### src/rtl/mux_8to1_rr_arb.sv
// Round-robin arbitrated 8:1 single-bit mux with bounded bursts per grant.
// Optional ARB_LOCK_EN adds a lock input that lets the owner extend its burst.
module mux_8to1_rr_arb #(
    parameter int BURST_MAX = 4
) (
    input  logic       clk,
    input  logic       rst_n,
    input  logic [7:0] req,
    input  logic [7:0] in,
`ifdef ARB_LOCK_EN
    input  logic       lock,
`endif
    output logic [7:0] gnt,
    output logic [2:0] sel,
    output logic       out,
    output logic       out_valid,
    output logic       busy
);

    // state | meaning
    // IDLE  | no owner, gnt all-zero, waiting for any req
    // GRANT | sel owns the mux, gnt = 1 << sel, beats counted
    typedef enum logic {IDLE, GRANT} state_t;

    localparam logic [3:0] CNT_MAX  = 4'(BURST_MAX);
    localparam logic [3:0] CNT_LAST = 4'(BURST_MAX - 1);

    state_t     state, state_n;
    logic [7:0] gnt_n;
    logic [2:0] sel_n, ptr, ptr_n, ptr_rel;
    logic [3:0] cnt, cnt_n;
    logic       out_n, ov_n;
    logic       beat, hold, release_now;
    logic [3:0] pick_idle, pick_rel;

    // Returns {found, index} of the first set bit at or above p, wrapping 7->0.
    function automatic logic [3:0] rr_pick(input logic [7:0] r, input logic [2:0] p);
        logic [3:0] res;
        logic [2:0] k;
        res = 4'b0;
        for (int i = 0; i < 8; i++) begin
            k = p + i[2:0];
            if (r[k] && !res[3]) res = {1'b1, k};
        end
        return res;
    endfunction

`ifdef ARB_LOCK_EN
    assign hold = lock && req[sel];
`else
    assign hold = 1'b0;
`endif

    assign beat        = (state == GRANT) && req[sel];
    assign ptr_rel     = sel + 3'd1;
    assign pick_idle   = rr_pick(req, ptr);
    assign pick_rel    = rr_pick(req, ptr_rel);
    assign release_now = (state == GRANT) &&
                         (!req[sel] || (cnt >= CNT_LAST && !hold));

    always_comb begin
        state_n = state;
        gnt_n   = gnt;
        sel_n   = sel;
        ptr_n   = ptr;
        cnt_n   = cnt;
        out_n   = out;
        ov_n    = 1'b0;
        case (state)
            IDLE: begin
                if (pick_idle[3]) begin
                    state_n = GRANT;
                    sel_n   = pick_idle[2:0];
                    gnt_n   = 8'd1 << pick_idle[2:0];
                    cnt_n   = 4'd0;
                end
            end
            GRANT: begin
                if (beat) begin
                    out_n = in[sel];
                    ov_n  = 1'b1;
                    cnt_n = (cnt >= CNT_MAX) ? CNT_MAX : cnt + 4'd1;
                end
                // Re-arbitrate in the release cycle so the next owner follows with no bubble.
                if (release_now) begin
                    ptr_n = ptr_rel;
                    if (pick_rel[3]) begin
                        sel_n = pick_rel[2:0];
                        gnt_n = 8'd1 << pick_rel[2:0];
                        cnt_n = 4'd0;
                    end else begin
                        state_n = IDLE;
                        gnt_n   = 8'd0;
                    end
                end
            end
            default: begin
                state_n = IDLE;
                gnt_n   = 8'd0;
            end
        endcase
    end

    always_ff @(posedge clk) begin
        if (!rst_n) begin
            state     <= IDLE;
            gnt       <= 8'd0;
            sel       <= 3'd0;
            ptr       <= 3'd0;
            cnt       <= 4'd0;
            out       <= 1'b0;
            out_valid <= 1'b0;
        end else begin
            state     <= state_n;
            gnt       <= gnt_n;
            sel       <= sel_n;
            ptr       <= ptr_n;
            cnt       <= cnt_n;
            out       <= out_n;
            out_valid <= ov_n;
        end
    end

    assign busy = (state == GRANT);

endmodule
### config.mk
export PLATFORM = sky130hd
export DESIGN_NAME = mux_8to1_rr_arb
export DESIGN_NICKNAME = d
export VERILOG_FILES = /design/src/rtl/mux_8to1_rr_arb.sv
export SDC_FILE = /design/constraint.sdc
export NUM_CORES = 1
export LEC_CHECK = 0
export ABC_AREA = 1
export BUFFER_PORTS_ARGS = -buffer_cell sky130_fd_sc_hd__clkbuf_2
export CAP_MARGIN = 30
export CORE_ASPECT_RATIO = 2
export CORE_MARGIN = 5
export CORE_UTILIZATION = 45
export CTS_CLUSTER_DIAMETER = 80
export CTS_CLUSTER_SIZE = 10
export DETAILED_ROUTE_END_ITERATION = 7
export HOLD_SLACK_MARGIN = 0.1
export RECOVER_POWER = 100
export SLEW_MARGIN = 20
export SYNTH_ARGS = -nofsm -noshare
export SYNTH_HDL_FRONTEND = slang
export SYNTH_SLANG_ARGS = --single-unit
export TNS_END_PERCENT = 1
### constraint.sdc
create_clock -name clk -period 3.41 [get_ports clk]
set_clock_uncertainty 0.15 [all_clocks]
set_input_delay 0.1705 -clock clk [delete_from_list [all_inputs] [get_ports clk]]
set_output_delay 0.1705 -clock clk [all_outputs]
set_load 0.02 [all_outputs]
==> flow_summary.ini, run 1 <==
[run_status]
status = finished clean

[die]
die_y_um = 120
initial_core_util_pct = 45.5
die-area_um2 = 7770
rows = 40
io_pins = 32
die_width_um = 64.9
design.core.area_um2 = 5960

[clock_network]
cts_buffers = 3
post_cts_buffers = 0
clk_latency_ns = 0.25
cts_resized = 0
cts.sinks = 21
clock_path_buffers = 2
cts_tree = built
root_buffer = clkbuf_16
htree_levels = 1
clk_pin_slew_ns = 0.06
ctsHoldBuffers = 0

[setup_path]
crit_buf_inv = 4
cp_slowest_cell = dfxtp_1
cp.required_ns = 3.46
worstSetupPathType = flip-flop to flip-flop
path_max_fanout = 24
path_cells = buf_4 > ha_1 > inv_1 > nand2_1 > nand2_1 > nand2_1 > nand2_1 > nand2_1 > nand2_2 > nand3_4 > nor2_8 > nand4_2 > clkinv_1 > nand2_1 > nand2_2 > nand2_1 > nor2_2 > nand2_1 > nand3_1 > nand2_1 > inv_1
slowest_delay_ns = 0.32
crit_path_start_kind = flip-flop
crit_family = simple AND/OR/NAND/NOR gates
arrival_ns = 3.03
crit_top_cell = nand2_1
crit_path_end_kind = flip-flop

[finish]
n_antenna_cell = 0
drive_gt1_share_pct = 16.0
final_nets = 544
syn2layout_area_growth_pct = 9.18

[drt]
drt_iter0_drc = 171
vias = 3085
routedWlPerCell_um = 13.9
drtAntennaViolNets = 0
vias_per_cell = 5.29
drt_wl_total_mm = 8.09
dr.pass1.iters = 4
drc = 0

[global_route]
overflow = 0
antenna_found_initial = 0
grt_pass1_vias = 2952
grt_pass1_wl_mm = 13.5
grt_use_total_pct = 21.7
grt_max_degree = 25

[sta]
maxSlewHeadroom_pct = 63.8
max_freq_mhz = 336
tightest_slew_ns = 0.542
finalMaxSlewViolations = 0
worst_slack_ns = 0.431
finalSetupTns_ns = 0
min_period_over_period_pct = 87.4
period_needed_ns = 2.98
setup_viol = 0
hold_viol = 0
rsz0062_at_grt = false

[power_and_ir_drop]
leakage_nw = 1.69
peakVddDrop_mv = 0.513
power.density_nw_per_um2 = 1180

[logic_synthesis]
synth_area_per_cell_um2 = 5.53
synth_area_leaders = nand2_1 24%, dfxtp_1 16%, nand3_1 12%
syn-num-nets = 513
async_reset_ff_share_pct = 0
postSynthCellCount = 490
synth_most_common_cell = nand2_1
yosysTopAreaCellShare_pct = 24.0
synth_edf_count = 0
syn_area_um2 = 2710
ys.flop_type = dfxtp_1
ys_warn_count = 0
synth_top_area_cell = nand2_1
yosysSeqAreaShare_pct = 15.5
ys_types = 37
synth_common_cells = 173 x nand2_1, 67 x nand3_1, 54 x nor2_1
synth-seq-cells = 21

[place]
detailedPlace.worstSlack_ns = 0.460
gp_congestion = 0.887
hpwl_mm = 6.68
port_buffers = 31

[worst_hold_path]
hold_path.class = input port to flip-flop

[run]
drv_cap = 0
[cells in the final DEF, fill, tap and decap left out, types with 2 or more instances in the layout]
cell type  synthesis  layout
nand2_4            3       3
a21oi_1           14      14
clkbuf_16          0       3
o22ai_1            3       3
nor2_2             3       3
a31oi_1            2       2
o21a_1             2       2
buf_4              1       7
nand3b_1           2       2
nor2_4             2       2
clkbuf_2           0      19
nand4_1            6       6
o21ai_2            5       5
nand4_2            2       2
dfxtp_1           21      21
nor2_1            54      54
nand2_2           11      11
inv_2             13      11
inv_1             52      54
nand3_2            7       7
nand2_1          173     173
ha_1               5       5
nand3_1           67      67
clkbuf_1           0      13
o21ai_0           19      20
[area by class of cell]
cell class / count / area (µm²)
well taps: 63 / 78.8
inverters: 67 / 254
clock inverters: 1 / 5.00
multi-input cells: 389 / 1930
clock buffers: 3 / 75.1
repair buffers: 39 / 196
fillers: 681 / 3000
flip-flops and latches: 21 / 420
[flip-flops by register name (all words and copies together) (netlist names)]
| signal | count |
|---|---|
| busy | 1 |
| cnt | 4 |
| gnt | 8 |
| out | 1 |
| out_valid | 1 |
| ptr | 3 |
| sel | 3 |
[worst register-to-register path: cells and delay by family, from the launching register on]
kind	cells	cell delay [ns]
fa+ha+maj	1	0.26
buf+inv	4	0.47
simple gates	16	1.74
flops	1	0.32
[power breakdown]
group,internal [W],switching [W],leakage (nW),total (W)
Combinational,0.000867,0.00200,1.47,0.00286
Sequential,0.000319,0.0000615,0.173,0.000381
Clock,0.000158,0.0000937,0.0409,0.000251
Total,0.00134,0.00215,1.69,0.00349
[worst paths after layout]
| check | start | end | slack, ns | cells after the start |
|---|---|---|---|---|
| setup reg to reg | sel[0] | gnt[0] | 0.43 | 21 |
| hold reg to reg | cnt[3] | cnt[3] | 0.28 | 2 |
| hold / removal | rst_n | busy | 0.1 | 3 |
| setup / recovery | sel[0] | gnt[0] | 0.43 | 21 |
[metal layers]
layer | global-route usage [%] | share of wire [%] | vias to the layer above
li1 | - | - | 1611
met1 | 21.8 | 37 | 1391
met2 | 42.1 | 57 | 61
met3 | 1.69 | 2.4 | 22
met4 | 11.4 | 4.4 | 0
met5 | 0 | 0 | -
[cells by family after synthesis]
logic type	after synthesis	synth area share [%]
XOR/XNOR	3	2.22
adder cells (fa/ha/maj)	5	2.31
buffers and inverters	80	13.3
flip-flops	21	15.5
AO/OA/AOI/OAI	48	10.5
AND/OR/NAND/NOR	333	56.2
[per-stage QoR]
| stage | util, % | hold WS (ns) | area (µm²) | power, W | std cells |
|---|---|---|---|---|---|
| 2_1_floorplan | - | 0.118 | 2710 | 0.00264 | 490 |
| 3_3_place_gp | 48.7 | 0.272 | 2900 | 0.00323 | 579 |
| 3_5_place_dp | 48.7 | 0.276 | 2900 | 0.00325 | 579 |
| 4_1_cts | 50.0 | 0.102 | 2980 | 0.00351 | 583 |
| 5_1_grt | 49.7 | 0.116 | 2960 | 0.00391 | 583 |
| 6_report | 49.7 | 0.0999 | 2960 | 0.00349 | 583 |
(Power assumes the default switching activity.)
==> run 2: changes to the inputs <==
- CORE_ASPECT_RATIO: 2 -> 1.2
==> run 2 against run 1 <==
Net effect: wire length fell by 7.9%; non-clock buffer count did not move; sequential share of layout area barely moved; hold slack improved by 0.067 ns; final area fell by 0.30%; power fell by 4.0%; sequential power rose by 1%; worst setup slack got worse by 0.031 ns; critical endpoint is now gnt[5]; highest routed layer unchanged.
==> flow_summary.ini, run 2 (synthesis results as in run 1) <==
[drt]
routedWlPerCell_um = 12.4
vias_per_cell = 5.03
drc = 0
dr.pass1.iters = 4
drtAntennaViolNets = 0
drt_wl_total_mm = 7.45
drt_iter0_drc = 146
vias = 3029

[global_route]
grt_max_degree = 25
overflow = 0
antenna_found_initial = 0
grt_use_total_pct = 20.3
grt_pass1_vias = 2846
grt_pass1_wl_mm = 12.6

[run]
drv_cap = 0

[sta]
max_freq_mhz = 332
setup_viol = 0
finalSetupTns_ns = 0
hold_viol = 0
min_period_over_period_pct = 88.3
tightest_slew_ns = 0.554
finalMaxSlewViolations = 0
period_needed_ns = 3.01
rsz0062_at_grt = false
maxSlewHeadroom_pct = 63.0

[die]
initial_core_util_pct = 45.7
die_width_um = 80.9
rows = 31
die-area_um2 = 7680
design.core.area_um2 = 5930
die_y_um = 95.0
io_pins = 32

[worst_hold_path]
min_path_cells = 5
hold_path.class = input port to flip-flop

[setup_path]
rrSetupSlack_ns = 0.40
crit_path_start_kind = flip-flop
worstSetupPathType = flip-flop to flip-flop
arrival_ns = 3.08
cp.required_ns = 3.48
path_max_fanout = 10
r2r_cells = 17
crit_path_end_kind = flip-flop

[finish]
drive_gt1_share_pct = 15.6
n_antenna_cell = 0
syn2layout_area_growth_pct = 8.86
top_register = gnt
nFillCells = 691
layout_common_cells = 173 x nand2_1, 67 x nand3_1, 54 x inv_1, 54 x nor2_1, 21 x dfxtp_1
top_regs = gnt: 8 flops, cnt: 4 flops
final_nets = 544
final_common_cell = nand2_1
final_util_pct = 49.7
largest_reg_flops = 8

[power_and_ir_drop]
power.density_nw_per_um2 = 1140
leakage_nw = 1.66
peakVddDrop_mv = 0.483

[clock_network]
clk_latency_ns = 0.27
htree_levels = 1
cts.sinks = 21
cts_buffers = 3
clock_path_buffers = 2
cts_tree = built
clk_pin_slew_ns = 0.09
post_cts_buffers = 0
root_buffer = clkbuf_8

[run_status]
status = finished clean

[place]
hpwl_mm = 6.04
gp_congestion = 0.879
port_buffers = 31
[run 2: cell count changes in the layout (fill, tap and decap cells not counted)]
cell           before  now
clkbuf_16           3    0
clkbuf_8            0    3
clkbuf_2           19   18
clkinv_2            1    0
clkinvlp_4          0    1
dlygate4sd3_1       0    1
nand4_1             6    7
nand4_2             2    1
o21ai_0            20   19
o21ai_1             0    1
[run 2: worst paths after layout]
check	startpoint	endpoint
min reg2reg	cnt[3]	cnt[3]
max	ptr[0]	gnt[5]
min	in[0]	out
max reg2reg	ptr[0]	gnt[5]
[run 2: metal layers]
| layer | up-vias | routed length (µm) | track usage [%] | share of wire (%) |
|---|---|---|---|---|
| li1 | 1608 | - | - | - |
| met1 | 1353 | 3250 | 24.4 | 44 |
| met3 | 13 | 244 | 2.55 | 3.3 |
| met4 | 0 | 155 | 4.79 | 2.1 |
| met5 | - | 0 | 0 | 0 |
| met2 | 55 | 3800 | 37.8 | 51 |
[run 2: critical path: stages (launching register included)]
cell,delay (ns)
dfxtp_1,0.36
inv_2,0.10
ha_1,0.42
inv_1,0.22
nand3_1,0.14
nand3_1,0.14
o21ai_2,0.10
nor2_4,0.13
nand4_1,0.20
nor2_4,0.20
nand2_1,0.09
nand2_1,0.08
nand2_1,0.07
a21oi_2,0.23
nand3_1,0.14
nand3_1,0.11
nand2_1,0.05
inv_1,0.04
[run 2: timing repair]
item                                    in CTS  in global routing
resized for setup                            0                  0
hold buffers                                 1                  0
endpoints found under the setup margin       0                  0
endpoints found under the hold margin        2                  0
[run 2: power by group]
group	switching (W)	internal [W]	leakage, nW
logic	0.00194	0.000864	1.47
registers	0.0000668	0.000319	0.173
clock network	0.0000894	0.0000826	0.0217
[run 2: final cells by class]
type                            count  area (µm²)  area share [%]
Inverter                           67         254            8.61
Clock inverter                      1        7.51           0.254
Clock buffer                        3        41.3            1.40
Timing Repair Buffer               39         201            6.82
Sequential cell                    21         420            14.2
Multi-Input combinational cell    389        1920            65.2
Tap cell                           82         103            3.48
[run 2: stage by stage]
step	power, W	instance area [µm²]	hold WS, ns	setup slack [ns]	instances
after global placement	0.00319	2920	0.276	0.484	597
final	0.00336	2950	0.166	0.400	602
after CTS	0.00338	2970	0.172	0.508	602
after detailed placement	0.00320	2920	0.276	0.517	597
after global routing	0.00377	2950	0.191	0.0748	602
after floorplan	0.00264	2710	0.118	0.566	490
==> run 3: changes to the inputs <==
- CTS_BUF_LIST: unset -> sky130_fd_sc_hd__clkbuf_4 sky130_fd_sc_hd__clkbuf_8
- RECOVER_POWER: 100 -> unset
==> run 3 against run 2 <==
Net effect: count of clock-buffer cells in the layout stayed put; clock power hardly changed; cell count stayed put; wire length is 0.11% higher; worst setup slack better by 0.093 ns; combinational power hardly changed; non-clock buffer count stayed put; fmax is 3.2% higher.
==> flow_summary.ini, run 3 (synthesis results as in run 1) <==
[sta]
setup_viol = 0
max_freq_mhz = 343
tightest_slew_ns = 0.555
hold_viol = 0
maxSlewHeadroom_pct = 63.0
period_needed_ns = 2.92
finalMaxSlewViolations = 0
finalSetupTns_ns = 0
worst_slack_ns = 0.493
rsz0062_at_grt = false
min_period_over_period_pct = 85.5

[drt]
routed.top_layer = met4
drt_wl_total_mm = 7.46
drtAntennaViolNets = 0
met3WireLength_um = 223
routedWlPerCell_um = 12.4
drc = 0
wl_met1_mm = 3.27
wl_met2_mm = 3.83
drt_iter0_drc = 143
dr.pass1.iters = 4
vias = 3034
vias_per_cell = 5.04

[global_route]
grt_use_total_pct = 20.3
grt_pass1_vias = 2846
grt_max_degree = 25
overflow = 0
antenna_found_initial = 0
grt_pass1_wl_mm = 12.6

[finish]
layout_common_cells = 173 x nand2_1, 67 x nand3_1, 54 x nor2_1
top_register = gnt
syn2layout_area_growth_pct = 9.69
final_common_cell = nand2_1
largest_reg_flops = 8
drive_gt1_share_pct = 18.7
final_nets = 544
n_antenna_cell = 0
nFillCells = 682
top_regs = gnt: 8 flops, cnt: 4 flops

[clock_network]
root_buffer = clkbuf_8
clk_latency_ns = 0.26
cts_tree = built
cts.sinks = 21
clk_pin_slew_ns = 0.09
cts_buffers = 3
clock_path_buffers = 2
htree_levels = 1

[setup_path]
crit_buf_inv = 4
rrSetupSlack_ns = 0.49
slowest_delay_ns = 0.32
r2r_cells = 21
path_max_fanout = 24
crit_family = simple AND/OR/NAND/NOR gates
path_cells = buf_4 > ha_1 > inv_1 > nand2_1 > nand2_1 > nand2_1 > nand2_1 > nand2_1 > nand2_2 > nand3_4 > nor2_8 > nand4_2 > clkinv_1 > nand2_1 > nand2_2 > nand2_1 > nor2_2 > nand2_1 > nand3_1 > nand2_1 > inv_1
worst_r2r_endpoint = gnt[2]
cp.required_ns = 3.48
crit_path_start_kind = flip-flop
arrival_ns = 2.99
crit_top_cell = nand2_1
cp_slowest_cell = dfxtp_1
crit_path_end_kind = flip-flop
worstSetupPathType = flip-flop to flip-flop
r2r-start = sel[0]

[power_and_ir_drop]
peakVddDrop_mv = 0.492
switching_share_pct = 62.2
switching_power_w = 0.00211
power.density_nw_per_um2 = 1140
power_frac_comb_pct = 83.6
p_clk_share_pct = 5.1
seqPwrFrac_pct = 11.4
leakage_nw = 1.71
intPower_w = 0.00128

[run_status]
status = finished clean

[place]
gp_congestion = 0.879
hpwl_mm = 6.04
detailedPlace.worstSlack_ns = 0.517
port_buffers = 31

[die]
die_width_um = 80.9
io_pins = 32
die_y_um = 95.0
die-area_um2 = 7680
rows = 31
initial_core_util_pct = 45.7
design.core.area_um2 = 5930

[worst_hold_path]
min_delay_worst_endpoint = out
hp-start = in[0]
min_path_cells = 5
hold_path.class = input port to flip-flop

[run]
drv_cap = 0
==> run 3: cell types whose count changed in the layout (fill, tap and decap cells not counted) <==
cell	before	now
clkbuf_1	13	0
clkbuf_2	18	31
inv_1	54	52
inv_2	11	13
nand4_1	7	6
nand4_2	1	2
==> run 3: metrics by stage <==
| step | instances | hold slack (ns) | util [%] | power, W | area (µm²) |
|---|---|---|---|---|---|
| 4_1_cts | 602 | 0.172 | 50.1 | 0.00338 | 2970 |
| 3_5_place_dp | 597 | 0.276 | 49.1 | 0.00320 | 2920 |
| 5_1_grt | 602 | 0.191 | 50.1 | 0.00380 | 2970 |
| 2_1_floorplan | 490 | 0.118 | - | 0.00264 | 2710 |
| 6_report | 602 | 0.168 | 50.1 | 0.00339 | 2970 |
| 3_3_place_gp | 597 | 0.276 | 49.1 | 0.00319 | 2920 |
==> run 3: worst register-to-register path: cells and delay by family, from the launching register on <==
family / cells / cell delay (ns)
adder cells (fa/ha/maj): 1 / 0.26
AND/OR/NAND/NOR: 16 / 1.68
buffers and inverters: 4 / 0.45
flip-flops: 1 / 0.32
==> run 3: timing repair <==
action,in CTS,in global routing
resized for setup,0,0
buffers inserted,0,0
endpoints found under the hold margin,2,0
hold buffers,1,0
==> run 3: area by class of cell <==
cell class              instances  area (µm²)  area share (%)
repair buffers                 39         218            7.32
multi-input cells             389        1930            64.9
flip-flops and latches         21         420            14.1
inverters                      67         254            8.54
clock inverters                 1        7.51           0.252
clock buffers                   3        41.3            1.39
well taps                      82         103            3.45
==> run 3: worst max-delay path by stage <==
stage	end	startpoint	depth (start not counted)
after floorplan	gnt[7]	sel[0]	21
after global placement	gnt[2]	sel[0]	21
after detailed placement	gnt[2]	sel[0]	21
after CTS	gnt[2]	sel[0]	21
after global routing	gnt[1]	sel[0]	20
final	gnt[2]	sel[0]	21
==> run 3: routing by layer <==
| layer | up-vias | track usage (%) |
|---|---|---|
| li1 | 1611 | - |
| met1 | 1362 | 24.4 |
| met2 | 50 | 37.8 |
| met3 | 11 | 2.55 |
| met4 | 0 | 4.79 |
| met5 | - | 0 |
==> run 3: power by group through the flow <==
stage | clock (W) | combinational [W] | sequential [W]
finish | 0.000171 | 0.00283 | 0.000386
global route | 0.000184 | 0.00322 | 0.000398
CTS | 0.000174 | 0.00282 | 0.000387
detailed placement | 0 | 0.00281 | 0.000392
global placement | 0 | 0.00280 | 0.000390
floorplan | 0 | 0.00220 | 0.000436
